## config.mk

```make
export PLATFORM = sky130hd
export DESIGN_NAME = hazard_scoreboard_flat
export DESIGN_NICKNAME = d
export VERILOG_FILES = /design/src/rtl/hazard_scoreboard_pkg.sv /design/src/rtl/hazard_scoreboard_if.sv /design/src/rtl/hazard_scoreboard_match.sv /design/src/rtl/hazard_scoreboard.sv /design/src/flat_wrapper.sv
export SDC_FILE = /design/constraint.sdc
export NUM_CORES = 1
export LEC_CHECK = 0
export ABC_AREA = 1
export CAP_MARGIN = 20
export CORE_ASPECT_RATIO = 2
export CORE_MARGIN = 2
export CORE_UTILIZATION = 50
export CTS_CLUSTER_DIAMETER = 80
export CTS_CLUSTER_SIZE = 25
export DETAILED_ROUTE_END_ITERATION = 12
export PLACE_DENSITY = 0.81
export SETUP_SLACK_MARGIN = 0.4
export SLEW_MARGIN = 20
export SYNTH_ARGS = -nofsm -noshare
export SYNTH_HDL_FRONTEND = slang
export SYNTH_SLANG_ARGS = --single-unit
```

## constraint.sdc

```tcl
create_clock -name clk -period 3.34 [get_ports clk]
set_clock_uncertainty 0.2 [all_clocks]
set_input_delay 0.501 -clock clk [delete_from_list [all_inputs] [get_ports clk]]
set_output_delay 0.501 -clock clk [all_outputs]
set_load 0.01 [all_outputs]
```

## src/rtl/hazard_scoreboard_pkg.sv

```systemverilog
// Shared encodings, pipeline entry records and helpers for the hazard scoreboard.
package hazard_scoreboard_pkg;

  localparam int RA_W = 5;
  localparam int T_W  = 2;

  localparam logic [T_W-1:0] TUSE_D    = 2'd0;
  localparam logic [T_W-1:0] TUSE_E    = 2'd1;
  localparam logic [T_W-1:0] TUSE_M    = 2'd2;
  localparam logic [T_W-1:0] TUSE_NONE = 2'd3;

  localparam logic [T_W-1:0] TNEW_PC8  = 2'd0;
  localparam logic [T_W-1:0] TNEW_ALU  = 2'd1;
  localparam logic [T_W-1:0] TNEW_LOAD = 2'd2;

  localparam logic [1:0] FWD_RF = 2'd0;
  localparam logic [1:0] FWD_E  = 2'd1;
  localparam logic [1:0] FWD_M  = 2'd2;
  localparam logic [1:0] FWD_W  = 2'd3;

  typedef struct packed {
    logic            valid;
    logic            wr_en;
    logic [RA_W-1:0] rs;
    logic [RA_W-1:0] rt;
    logic [RA_W-1:0] wr_addr;
    logic [T_W-1:0]  tnew;
  } e_entry_t;

  typedef struct packed {
    logic            valid;
    logic            wr_en;
    logic [RA_W-1:0] rt;
    logic [RA_W-1:0] wr_addr;
    logic [T_W-1:0]  tnew;
  } m_entry_t;

  typedef struct packed {
    logic            valid;
    logic            wr_en;
    logic [RA_W-1:0] wr_addr;
  } w_entry_t;

  function automatic logic [T_W-1:0] sat_dec(input logic [T_W-1:0] t);
    return (t == '0) ? '0 : t - 1'b1;
  endfunction

  // Bypass select for an operand already past D: M beats W, and an M match
  // whose result is not ready yet blocks the stale W value.
  function automatic logic [1:0] late_fwd(input logic [RA_W-1:0] addr,
                                          input logic m_live, input logic [RA_W-1:0] m_addr,
                                          input logic [T_W-1:0] m_tnew,
                                          input logic w_live, input logic [RA_W-1:0] w_addr);
    if (addr == '0) return FWD_RF;
    if (m_live && m_addr == addr) return (m_tnew == '0) ? FWD_M : FWD_RF;
    if (w_live && w_addr == addr) return FWD_W;
    return FWD_RF;
  endfunction

endpackage

```

## src/rtl/hazard_scoreboard_if.sv

```systemverilog
// D-stage request and hazard/bypass response bundle of the hazard scoreboard.
interface hazard_scoreboard_if;
  import hazard_scoreboard_pkg::*;

  logic [RA_W-1:0] d_rs;
  logic [RA_W-1:0] d_rt;
  logic [T_W-1:0]  d_tuse_rs;
  logic [T_W-1:0]  d_tuse_rt;
  logic            d_wr_en;
  logic [RA_W-1:0] d_wr_addr;
  logic [T_W-1:0]  d_tnew;
  logic            stall;
  logic [1:0]      d_fwd_rs;
  logic [1:0]      d_fwd_rt;
  logic [1:0]      e_fwd_rs;
  logic [1:0]      e_fwd_rt;
  logic            m_fwd_rt;
  logic [31:0]     stall_cnt;

  modport master (
    output d_rs, d_rt, d_tuse_rs, d_tuse_rt, d_wr_en, d_wr_addr, d_tnew,
    input  stall, d_fwd_rs, d_fwd_rt, e_fwd_rs, e_fwd_rt, m_fwd_rt, stall_cnt
  );

  modport slave (
    input  d_rs, d_rt, d_tuse_rs, d_tuse_rt, d_wr_en, d_wr_addr, d_tnew,
    output stall, d_fwd_rs, d_fwd_rt, e_fwd_rs, e_fwd_rt, m_fwd_rt, stall_cnt
  );
endinterface

```

## src/rtl/hazard_scoreboard_match.sv

```systemverilog
// hazard_match: one D-stage source (address + T_use) against the E/M/W writers.
module hazard_match
  import hazard_scoreboard_pkg::*;
(
  input  logic [RA_W-1:0] i_addr,
  input  logic [T_W-1:0]  i_tuse,
  input  logic            i_e_live,
  input  logic [RA_W-1:0] i_e_addr,
  input  logic [T_W-1:0]  i_e_tnew,
  input  logic            i_m_live,
  input  logic [RA_W-1:0] i_m_addr,
  input  logic [T_W-1:0]  i_m_tnew,
  input  logic            i_w_live,
  input  logic [RA_W-1:0] i_w_addr,
  output logic            o_stall,
  output logic [1:0]      o_fwd
);

  logic           w_hit_e, w_hit_m, w_hit_w, w_any;
  logic [T_W-1:0] w_tnew;
  logic [1:0]     w_code;

  assign w_hit_e = (i_addr != '0) && i_e_live && (i_e_addr == i_addr);
  assign w_hit_m = (i_addr != '0) && i_m_live && (i_m_addr == i_addr);
  assign w_hit_w = (i_addr != '0) && i_w_live && (i_w_addr == i_addr);
  assign w_any   = w_hit_e || w_hit_m || w_hit_w;

  // Only the youngest matching writer counts; older ones hold stale values.
  always_comb begin
    w_tnew = '0;
    w_code = FWD_RF;
    if (w_hit_e) begin
      w_tnew = i_e_tnew;
      w_code = FWD_E;
    end else if (w_hit_m) begin
      w_tnew = i_m_tnew;
      w_code = FWD_M;
    end else if (w_hit_w) begin
      w_code = FWD_W;
    end
  end

  assign o_stall = w_any && (i_tuse != TUSE_NONE) && (w_tnew > i_tuse);
  assign o_fwd   = (w_any && w_tnew == '0) ? w_code : FWD_RF;

endmodule

```

## src/rtl/hazard_scoreboard.sv

```systemverilog
// Tracks in-flight register writers through E/M/W and derives stall and bypass selects.
// Optional stall statistics counter enabled with macro HAZARD_STATS_EN.
module hazard_scoreboard
  import hazard_scoreboard_pkg::*;
(
  input  logic               clk,
  input  logic               reset_n,
  hazard_scoreboard_if.slave bus
);

  e_entry_t r_e;
  m_entry_t r_m;
  w_entry_t r_w;

  logic w_e_live, w_m_live, w_w_live;
  logic w_stall_rs, w_stall_rt, w_stall;

  assign w_e_live = r_e.valid && r_e.wr_en && (r_e.wr_addr != '0);
  assign w_m_live = r_m.valid && r_m.wr_en && (r_m.wr_addr != '0);
  assign w_w_live = r_w.valid && r_w.wr_en && (r_w.wr_addr != '0);

  hazard_match u_match_rs (
    .i_addr   (bus.d_rs),      .i_tuse   (bus.d_tuse_rs),
    .i_e_live (w_e_live),      .i_e_addr (r_e.wr_addr), .i_e_tnew (r_e.tnew),
    .i_m_live (w_m_live),      .i_m_addr (r_m.wr_addr), .i_m_tnew (r_m.tnew),
    .i_w_live (w_w_live),      .i_w_addr (r_w.wr_addr),
    .o_stall  (w_stall_rs),    .o_fwd    (bus.d_fwd_rs)
  );

  hazard_match u_match_rt (
    .i_addr   (bus.d_rt),      .i_tuse   (bus.d_tuse_rt),
    .i_e_live (w_e_live),      .i_e_addr (r_e.wr_addr), .i_e_tnew (r_e.tnew),
    .i_m_live (w_m_live),      .i_m_addr (r_m.wr_addr), .i_m_tnew (r_m.tnew),
    .i_w_live (w_w_live),      .i_w_addr (r_w.wr_addr),
    .o_stall  (w_stall_rt),    .o_fwd    (bus.d_fwd_rt)
  );

  assign w_stall   = w_stall_rs || w_stall_rt;
  assign bus.stall = w_stall;

  assign bus.e_fwd_rs = late_fwd(r_e.rs, w_m_live, r_m.wr_addr, r_m.tnew, w_w_live, r_w.wr_addr);
  assign bus.e_fwd_rt = late_fwd(r_e.rt, w_m_live, r_m.wr_addr, r_m.tnew, w_w_live, r_w.wr_addr);
  assign bus.m_fwd_rt = (r_m.rt != '0) && w_w_live && (r_w.wr_addr == r_m.rt);

  // A stalled D instruction stays put, so E receives an all-zero bubble.
  always_ff @(posedge clk) begin
    if (!reset_n) begin
      r_e <= '0;
      r_m <= '0;
      r_w <= '0;
    end else begin
      r_w.valid   <= r_m.valid;
      r_w.wr_en   <= r_m.wr_en;
      r_w.wr_addr <= r_m.wr_addr;
      r_m.valid   <= r_e.valid;
      r_m.wr_en   <= r_e.wr_en;
      r_m.rt      <= r_e.rt;
      r_m.wr_addr <= r_e.wr_addr;
      r_m.tnew    <= sat_dec(r_e.tnew);
      if (w_stall) begin
        r_e <= '0;
      end else begin
        r_e.valid   <= 1'b1;
        r_e.wr_en   <= bus.d_wr_en;
        r_e.rs      <= bus.d_rs;
        r_e.rt      <= bus.d_rt;
        r_e.wr_addr <= bus.d_wr_addr;
        r_e.tnew    <= bus.d_tnew;
      end
    end
  end

`ifdef HAZARD_STATS_EN
  logic [31:0] r_stall_cnt;

  always_ff @(posedge clk) begin
    if (!reset_n)
      r_stall_cnt <= '0;
    else if (w_stall && r_stall_cnt != 32'hFFFF_FFFF)
      r_stall_cnt <= r_stall_cnt + 32'd1;
  end

  assign bus.stall_cnt = r_stall_cnt;
`else
  assign bus.stall_cnt = 32'd0;
`endif

endmodule

```

## src/flat_wrapper.sv

```systemverilog
// flat-port wrapper written by rule: the top's interface ports become plain ports
module hazard_scoreboard_flat import hazard_scoreboard_pkg::*;
  (clk, reset_n, bus_d_rs, bus_d_rt, bus_d_tuse_rs, bus_d_tuse_rt, bus_d_wr_en, bus_d_wr_addr, bus_d_tnew, bus_stall, bus_d_fwd_rs, bus_d_fwd_rt, bus_e_fwd_rs, bus_e_fwd_rt, bus_m_fwd_rt, bus_stall_cnt);
  hazard_scoreboard_if bus_i ();
  input  logic clk;
  input  logic reset_n;
  input wire logic [$bits(bus_i.d_rs)-1:0] bus_d_rs;
  input wire logic [$bits(bus_i.d_rt)-1:0] bus_d_rt;
  input wire logic [$bits(bus_i.d_tuse_rs)-1:0] bus_d_tuse_rs;
  input wire logic [$bits(bus_i.d_tuse_rt)-1:0] bus_d_tuse_rt;
  input wire logic [$bits(bus_i.d_wr_en)-1:0] bus_d_wr_en;
  input wire logic [$bits(bus_i.d_wr_addr)-1:0] bus_d_wr_addr;
  input wire logic [$bits(bus_i.d_tnew)-1:0] bus_d_tnew;
  output wire logic [$bits(bus_i.stall)-1:0] bus_stall;
  output wire logic [$bits(bus_i.d_fwd_rs)-1:0] bus_d_fwd_rs;
  output wire logic [$bits(bus_i.d_fwd_rt)-1:0] bus_d_fwd_rt;
  output wire logic [$bits(bus_i.e_fwd_rs)-1:0] bus_e_fwd_rs;
  output wire logic [$bits(bus_i.e_fwd_rt)-1:0] bus_e_fwd_rt;
  output wire logic [$bits(bus_i.m_fwd_rt)-1:0] bus_m_fwd_rt;
  output wire logic [$bits(bus_i.stall_cnt)-1:0] bus_stall_cnt;
  assign bus_i.d_rs = bus_d_rs;
  assign bus_i.d_rt = bus_d_rt;
  assign bus_i.d_tuse_rs = bus_d_tuse_rs;
  assign bus_i.d_tuse_rt = bus_d_tuse_rt;
  assign bus_i.d_wr_en = bus_d_wr_en;
  assign bus_i.d_wr_addr = bus_d_wr_addr;
  assign bus_i.d_tnew = bus_d_tnew;
  assign bus_stall = bus_i.stall;
  assign bus_d_fwd_rs = bus_i.d_fwd_rs;
  assign bus_d_fwd_rt = bus_i.d_fwd_rt;
  assign bus_e_fwd_rs = bus_i.e_fwd_rs;
  assign bus_e_fwd_rt = bus_i.e_fwd_rt;
  assign bus_m_fwd_rt = bus_i.m_fwd_rt;
  assign bus_stall_cnt = bus_i.stall_cnt;
  hazard_scoreboard u_core (.clk(clk), .reset_n(reset_n), .bus(bus_i));
endmodule
```

==> reports/summary.txt, run 1 <==
Status -> complete, no violations
Post-DRT Antenna Nets -> 0
Worst vdd ir -> 0.406 mV
Clock buffer count from CTS -> 5
Power share of the clock group -> 37.6%
Crit-path leading delay family -> simple AND/OR/NAND/NOR gates
Wire per inst -> 14.0 um
Vias in the first global route -> 2,621
Design area -> 3600 sq um
Row cnt -> 37
Largest net degree at the start of global routing -> 22
Met2 Wirelength -> 4010 um
Chip width -> 55.8 um
Crit path buf inv count -> 3
CP Launch Type -> register
Uppermost layer routed -> met4
Num Clock Sinks -> 40
Worst hold stages -> 2
Post-synth EDFFs -> 0
Ys flop type -> dfxtp_1
Slowest stage delay, CP -> 0.36 ns
Leakage -> 1.91 nW
WL met1 -> 2370 um
RSZ-0062 raised after global routing -> yes
Final setup vio count -> 0
Global-route wire length before repair -> 11,400 um
Worst reg2reg path startpoint -> u_core.r_m[2]
Starting Density -> 52.2%
Commonest cells after routing, fill and taps aside -> 78 x nand2_1, 54 x inv_1, 44 x buf_4, 32 x conb_1, 29 x nor2_1
Sequential area share after synthesis -> 29.8%
Hold Fails Final Rpt -> 0
Routability congestion estimate -> 0.935
Area Overhead vs Synth -> 34.2%
WP data arrival -> 2.40 ns
Initial antenna violation count -> 0
CP Capture Type -> output port
Die H -> 108 um
CTS tree -> yes
Reg2reg end -> u_core.r_e[6]
WHS Endpoint -> u_core.r_m[12]
Via count -> 2,565
Synthesis Warnings -> 0
Remaining Overflow, GRT -> 0
Crit-path cells -> inv_1, nand2_1, nand4_1, nor2_2, nand3_4, a21oi_4, inv_2, ha_4, a21oi_1, a221oi_2, nand2_2, nand2_1, buf_2
Worst Setup Path Type -> register to output port
# IOs -> 66
Yosys reg bits -> 40
F_max -> 323 MHz
Reg2reg setup slack -> 0.62 ns
Synth top area share -> 29.8%
Post-synth ARST share -> 0%
WL final -> 7220 um
Worst-case reg-to-reg path depth -> 17
Required time of the critical path -> 2.64 ns
Power Density -> 344 nW/um^2
Mapped Area -> 2680 sq um
Avg Vias per Cell -> 4.98
Layout cells sized above 1 -> 33.0%
Global Route Usage Sum -> 24.6%
Clock Latency Late Sink -> 0.31 ns
Layout fillers -> 366
Port Buffers -> 33
Commonest non-fill, non-tap cell in the layout -> nand2_1
Initial DRT Pass Iterations -> 4
Iter 0 DRT Violations -> 106
Critical-path top delay cell -> dfxtp_2
Clock Path Buffers -> 2
H-tree levels -> 2
Top cell by count, worst path -> nand2_1
Avg Cell Area, Syn -> 7.03 sq um
Final min period -> 3.10 ns
Total chip power -> 1.24 mW
Core region area -> 5140 sq um
Reg clk slew, reported paths -> 0.07 ns
Net Sw Power -> 0.329 mW
Largest area contributor in the netlist -> dfxtp_1
Pins Over Slew Limit -> 0
Cts hold-fix bufs -> 0
Max cap viols -> 0
Dpl cell area -> 3180 sq um
Synth Instances -> 382
CP max FO -> 5
Post-synthesis cell type count -> 30
ANT cells -> 0
Synth area leaders -> dfxtp_1 30%, nand2_1 11%, xnor2_1 9.5%, buf_4 9.2%, inv_1 8.5%
Comb pwr share -> 20.0%
Worst hold start -> u_core.r_e[17]
Final nets -> 486
DRC errors left -> 0
Hold Crit Class -> register to register
Sw Ratio -> 26.6%
Detailed Place HPWL -> 4960 um
Wire length on met3 -> 363 um
Final Cycle Share -> 92.7%
Sequential power share -> 42.4%
Design internal power -> 0.908 mW
Die ar. -> 6010 sq um
Root buf cell -> clkbuf_8
[worst reg2reg max path: stages (launching register included)]
cell,delay [ns]
dfxtp_4,0.38
buf_6,0.10
inv_1,0.03
nand2_1,0.05
nand4_1,0.14
nor2_2,0.17
nand3_2,0.11
o21ai_1,0.15
nand2_1,0.09
inv_2,0.08
ha_4,0.20
a221oi_2,0.29
nand2_2,0.08
buf_4,0.13
buf_4,0.13
nand3_4,0.10
buf_12,0.15
nor2_1,0.04
[layout make-up]
cell class              instances  area (sq um)  share of cell area [%]
repair buffers                 82           722                    20.0
inverters                      69           259                    7.19
well taps                      58          72.6                    2.02
clock buffers                   5          68.8                    1.91
flip-flops and latches         40           828                    23.0
multi-input cells             259          1590                    44.2
clock inverters                 2          60.1                    1.67
[cells in the mapped netlist (2+ instances only)]
library cell and count:
xor2_1 11, clkbuf_1 2, dfxtp_1 40, buf_6 2
nand3_2 9, o21ai_0 5, a221oi_1 3, nor2_1 39
nor3_1 6, nand3_1 6, nand4_1 7, buf_2 7
nor2_2 8, a21oi_1 6, xnor2_1 29, nand2_2 4
nand2_1 80, inv_2 8, inv_1 61, ha_1 5
nor2_4 2, nor4_1 2, buf_4 33
[power groups by stage]
stage	clock (mW)	combinational [mW]	sequential, mW
floorplan	0	0.164	0.522
global placement	0	0.207	0.532
detailed placement	0	0.213	0.534
CTS	0.472	0.231	0.524
global route	0.493	0.268	0.527
finish	0.465	0.247	0.525
[stage by stage]
| step | std cells | hold slack, ns | setup slack, ns | utilization (%) | TNS, ns |
|---|---|---|---|---|---|
| after floorplan | 413 | 0.199 | 0.652 | - | 0 |
| after global placement | 497 | 0.216 | -0.443 | 61.9 | -0.443 |
| after detailed placement | 497 | 0.225 | -0.499 | 61.9 | -0.506 |
| after CTS | 512 | 0.236 | 0.330 | 68.4 | 0 |
| after global routing | 515 | 0.261 | 0.140 | 70.1 | 0 |
| final | 515 | 0.231 | 0.243 | 70.1 | 0 |
[repair_timing]
item / 4_1_cts / 5_1_grt
buffers inserted: 8 / 3
setup endpoints to repair: 25 / 9
pin swaps: 21 / 18
gates resized for setup: 79 / 30
hold endpoints to repair: 0 / 0
[state kept, by name, indices dropped and copies added, names as in the netlist]
name,count
u_core.r_m,14
u_core.r_e,19
u_core.r_w,7
[kinds of logic (layout without fill, tap and decap cells)]
logic type / count (synthesis) / in the layout / share of synthesized area, %
adders and majority gates: 5 / 5 / 2.33
buffers and inverters: 114 / 158 / 22.1
other: 1 / 32 / 0.140
AOI/OAI and AO/OA: 17 / 17 / 3.73
and+or+nand+nor: 165 / 165 / 28.9
DFF: 40 / 40 / 29.8
xor gates and xnor gates: 40 / 40 / 13.1
[worst max path at each step]
stage	start	slack (ns)	endpoint	depth (start not counted)
after floorplan	bus_d_rs[4]	0.65	bus_stall	12
after global placement	bus_d_rt[4]	-0.44	bus_stall	12
after detailed placement	bus_d_rs[0]	-0.50	bus_stall	14
after CTS	u_core.r_m[2]	0.33	bus_stall	12
after global routing	u_core.r_e[2]	0.14	bus_stall	13
final	u_core.r_e[2]	0.24	bus_stall	13
[routing by layer]
layer  vias up  track usage [%]
li1       1227                -
met1      1179             20.5
met2       116             47.1
met3        43             5.77
met4         0             20.0
met5         -                0
No activity file was read; power rests on OpenSTA's default activity.
==> run 2, diff against run 1 <==
--- a/config.mk
+++ b/config.mk
@@ -6,7 +6,7 @@
 export NUM_CORES = 1
 export LEC_CHECK = 0
 export ABC_AREA = 1
-export CAP_MARGIN = 20
+export CAP_MARGIN = 5
 export CORE_ASPECT_RATIO = 2
 export CORE_MARGIN = 2
 export CORE_UTILIZATION = 50
==> results of run 2 <==
No change in the layout: final DEF, timing and power equal those of run 1.
==> run 3, diff against run 2 <==
--- a/config.mk
+++ b/config.mk
@@ -9,13 +9,14 @@
 export CAP_MARGIN = 5
 export CORE_ASPECT_RATIO = 2
 export CORE_MARGIN = 2
-export CORE_UTILIZATION = 50
+export CORE_UTILIZATION = 51
 export CTS_CLUSTER_DIAMETER = 80
 export CTS_CLUSTER_SIZE = 25
 export DETAILED_ROUTE_END_ITERATION = 12
-export PLACE_DENSITY = 0.81
+export PLACE_DENSITY = 0.8
 export SETUP_SLACK_MARGIN = 0.4
 export SLEW_MARGIN = 20
 export SYNTH_ARGS = -nofsm -noshare
 export SYNTH_HDL_FRONTEND = slang
+export SYNTH_HIERARCHICAL = 1
 export SYNTH_SLANG_ARGS = --single-unit
==> reports/summary.txt, run 3 <==
Row cnt -> 39 (was 37)
Non-Filler Instances -> 622 (was 515)
Sequential area share after synthesis -> 26.6% (was 29.8%)
DRC errors left -> 0 (unchanged)
Number of flip-flops in the largest register -> 19 (unchanged)
Die H -> 113 um (was 108 um)
Initial DRT Pass Iterations -> 5 (was 4)
Critical-path top delay cell -> dfxtp_1 (was dfxtp_2)
H-tree levels -> 2 (unchanged)
Detailed Place HPWL -> 5970 um (was 4960 um)
Commonest cells after routing, fill and taps aside -> 129 x nand2_1, 86 x inv_1, 42 x nor2_1, 40 x buf_4, 35 x dfxtp_1 (was 78 x nand2_1, 54 x inv_1, 44 x buf_4, 32 x conb_1, 29 x nor2_1)
Global-route wire length before repair -> 12,600 um (was 11,400 um)
Commonest non-fill, non-tap cell in the layout -> nand2_1 (unchanged)
Avg Cell Area, Syn -> 6.28 sq um (was 7.03 sq um)
Die ar. -> 6570 sq um (was 6010 sq um)
Synth Instances -> 479 (was 382)
Crit-path leading delay family -> simple AND/OR/NAND/NOR gates (unchanged)
Ys flop type -> dfxtp_1 (unchanged)
Design area -> 3940 sq um (was 3600 sq um)
Synth top area share -> 26.6% (was 29.8%)
Starting Density -> 52.7% (was 52.2%)
DP Cell Count -> 602 (was 497)
Iter 0 DRT Violations -> 197 (was 106)
Most common cell in the netlist -> nand2_1 (unchanged)
Max cap viols -> 0 (unchanged)
Required time of the critical path -> 2.64 ns (about the same)
Mapped Area -> 3010 sq um (was 2680 sq um)
Largest net degree at the start of global routing -> 21 (was 22)
Worst vdd ir -> 0.448 mV (was 0.406 mV)
Global Route Usage Sum -> 25.4% (was 24.6%)
CP max FO -> 4 (was 5)
Leakage -> 2.18 nW (was 1.91 nW)
Clock Path Buffers -> 2 (unchanged)
Layout fillers -> 472 (was 366)
Seq. cell area -> 810 sq um (was 828 sq um)
Routability congestion estimate -> 1.01 (was 0.935)
RSZ-0062 raised after global routing -> yes (unchanged)
Area Overhead vs Synth -> 31.0% (was 34.2%)
Chip width -> 58.3 um (was 55.8 um)
Crit-path cells -> nor3_1, nand2_1, nand3_1, inv_2, nand4_1, nor2_1, nand2_1, buf_4, nor2_2, nor2_4, ha_1, a221oi_2, o21ai_1, inv_1, or2_4, buf_6 (was inv_1, nand2_1, nand4_1, nor2_2, nand3_4, a21oi_4, inv_2, ha_4, a21oi_1, a221oi_2, nand2_2, nand2_1, buf_2)
Final Cycle Share -> 96.7% (was 92.7%)
Pre-CTS worst setup slack -> -0.640 ns (was -0.499 ns)
Clock buffer count from CTS -> 5 (unchanged)
Yosys reg bits -> 40 (unchanged)
Dpl cell area -> 3520 sq um (was 3180 sq um)
Hold Crit Class -> register to register (unchanged)
Pins Over Slew Limit -> 0 (unchanged)
ANT cells -> 0 (unchanged)
WP data arrival -> 2.53 ns (was 2.40 ns)
F_max -> 310 MHz (was 323 MHz)
Commonest cells post-synth -> 133 x nand2_1, 89 x inv_1, 54 x nor2_1, 40 x dfxtp_1, 32 x buf_4 (was 80 x nand2_1, 61 x inv_1, 40 x dfxtp_1, 39 x nor2_1, 33 x buf_4)
Layout cells sized above 1 -> 25.0% (was 33.0%)
Synthesis Warnings -> 6 (was 0)
Power Density -> 342 nW/um^2 (was 344 nW/um^2)
Post-DRT Antenna Nets -> 0 (unchanged)
Final setup vio count -> 0 (unchanged)
Largest registers -> u_core/r_e: 19 flops, u_core/r_m: 14 flops, u_core/r_w: 7 flops (was u_core.r_e: 19 flops, u_core.r_m: 14 flops, u_core.r_w: 7 flops)
Crit path buf inv count -> 4 (was 3)
Root buf cell -> clkbuf_16 (was clkbuf_8)
CTS tree -> yes (unchanged)
Worst Setup Path Type -> register to output port (unchanged)
Status -> complete, no violations (unchanged)
Post-synthesis cell type count -> 29 (was 30)
Top cell by count, worst path -> nand2_1 (unchanged)
Clock Latency Late Sink -> 0.29 ns (was 0.31 ns)
Wire per inst -> 13.2 um (was 14.0 um)
Avg Vias per Cell -> 4.94 (was 4.98)
Total chip power -> 1.35 mW (was 1.24 mW)
Post-synth ARST share -> 0% (unchanged)
CP Capture Type -> output port (unchanged)
Remaining Overflow, GRT -> 0 (unchanged)
Top reg by flops -> u_core/r_e (was u_core.r_e)
Slowest stage delay, CP -> 0.34 ns (was 0.36 ns)
Num Clock Sinks -> 40 (unchanged)
Post-synth EDFFs -> 0 (unchanged)
Final nets -> 589 (was 486)
Reg clk slew, reported paths -> 0.06 ns (was 0.07 ns)
Hold Fails Final Rpt -> 0 (unchanged)
Area occupied by multi-input gates -> 1760 sq um (was 1590 sq um)
Final WS setup -> 0.110 ns (was 0.243 ns)
CP Launch Type -> register (unchanged)
Via count -> 3,070 (was 2,565)
Largest area contributor in the netlist -> dfxtp_1 (unchanged)
Vias in the first global route -> 2,917 (was 2,621)
Synth area leaders -> dfxtp_1 27%, nand2_1 17%, inv_1 11%, buf_4 8.0%, nor2_1 6.7% (was dfxtp_1 30%, nand2_1 11%, xnor2_1 9.5%, buf_4 9.2%, inv_1 8.5%)
Core region area -> 5710 sq um (was 5140 sq um)
Port Buffers -> 33 (unchanged)
Cts hold-fix bufs -> 0 (unchanged)
# IOs -> 66 (unchanged)
Initial antenna violation count -> 0 (unchanged)
Final min period -> 3.23 ns (was 3.10 ns)
WL final -> 8240 um (was 7220 um)
## run 3: what timing repair did
item,4_1_cts,5_1_grt
buffers inserted,5,4
cloned,0,3
resized for setup,48,31
pin swaps,16,8
setup endpoints to repair,24,24
## run 3: cell type report
class,instances,area share [%]
inverters,108,10.6
repair buffers,77,17.0
well taps,61,1.94
clock buffers,5,3.17
repair inverters,3,0.857
flip-flops and latches,40,20.5
multi-input cells,325,44.7
clock inverters,3,1.17
## run 3: cell families (layout without fill, tap and decap cells)
logic type      after synthesis  count (layout)  synth area share (%)
simple gates                247             247                  38.1
buf+inv                     145             196                  22.9
flops                        40              40                  26.6
xor+xnor                     24              24                  6.98
compound gates               17              17                  3.24
fa+ha+maj                     5               5                  2.08
other cells                   1              32                 0.125
## run 3: report_power, final
group | switching [mW] | internal (mW)
logic | 0.160 | 0.110
registers | 0.0188 | 0.500
clock network | 0.205 | 0.355
## run 3: path summary, 6_finish.rpt
kind	from	endpoint	slack (ns)	cells after the start
min reg2reg	u_core/r_m[12]	u_core/r_w[5]	0.23	2
max reg2reg	u_core/r_e[6]	u_core/r_e[6]	0.27	21
max	u_core/r_e[6]	bus_stall	0.11	16
min	u_core/r_m[12]	u_core/r_w[5]	0.23	2
## run 3: metrics by stage
stage	util (%)	hold slack [ns]	setup TNS, ns
detailed placement	61.6	0.224	-5.40
global placement	61.6	0.216	-4.84
finish	69.1	0.229	0
floorplan	-	0.207	0
CTS	66.7	0.231	0
global route	69.1	0.257	-0.0803
## run 3: worst register-to-register path, delay by kind of cell (launching register included)
family / cells / cell delay, ns
AO/OA/AOI/OAI: 2 / 0.14
adder cells (fa/ha/maj): 1 / 0.29
buffers and inverters: 7 / 0.79
flip-flops: 1 / 0.34
AND/OR/NAND/NOR: 11 / 1.24
## run 3: metal layers
metal / vias up / GRT usage [%] / wire length (um)
li1: 1503 / - / -
met1: 1364 / 22.6 / 2630
met2: 149 / 47.9 / 4530
met3: 54 / 3.92 / 443
met4: 0 / 18.6 / 635
met5: - / 0 / 0
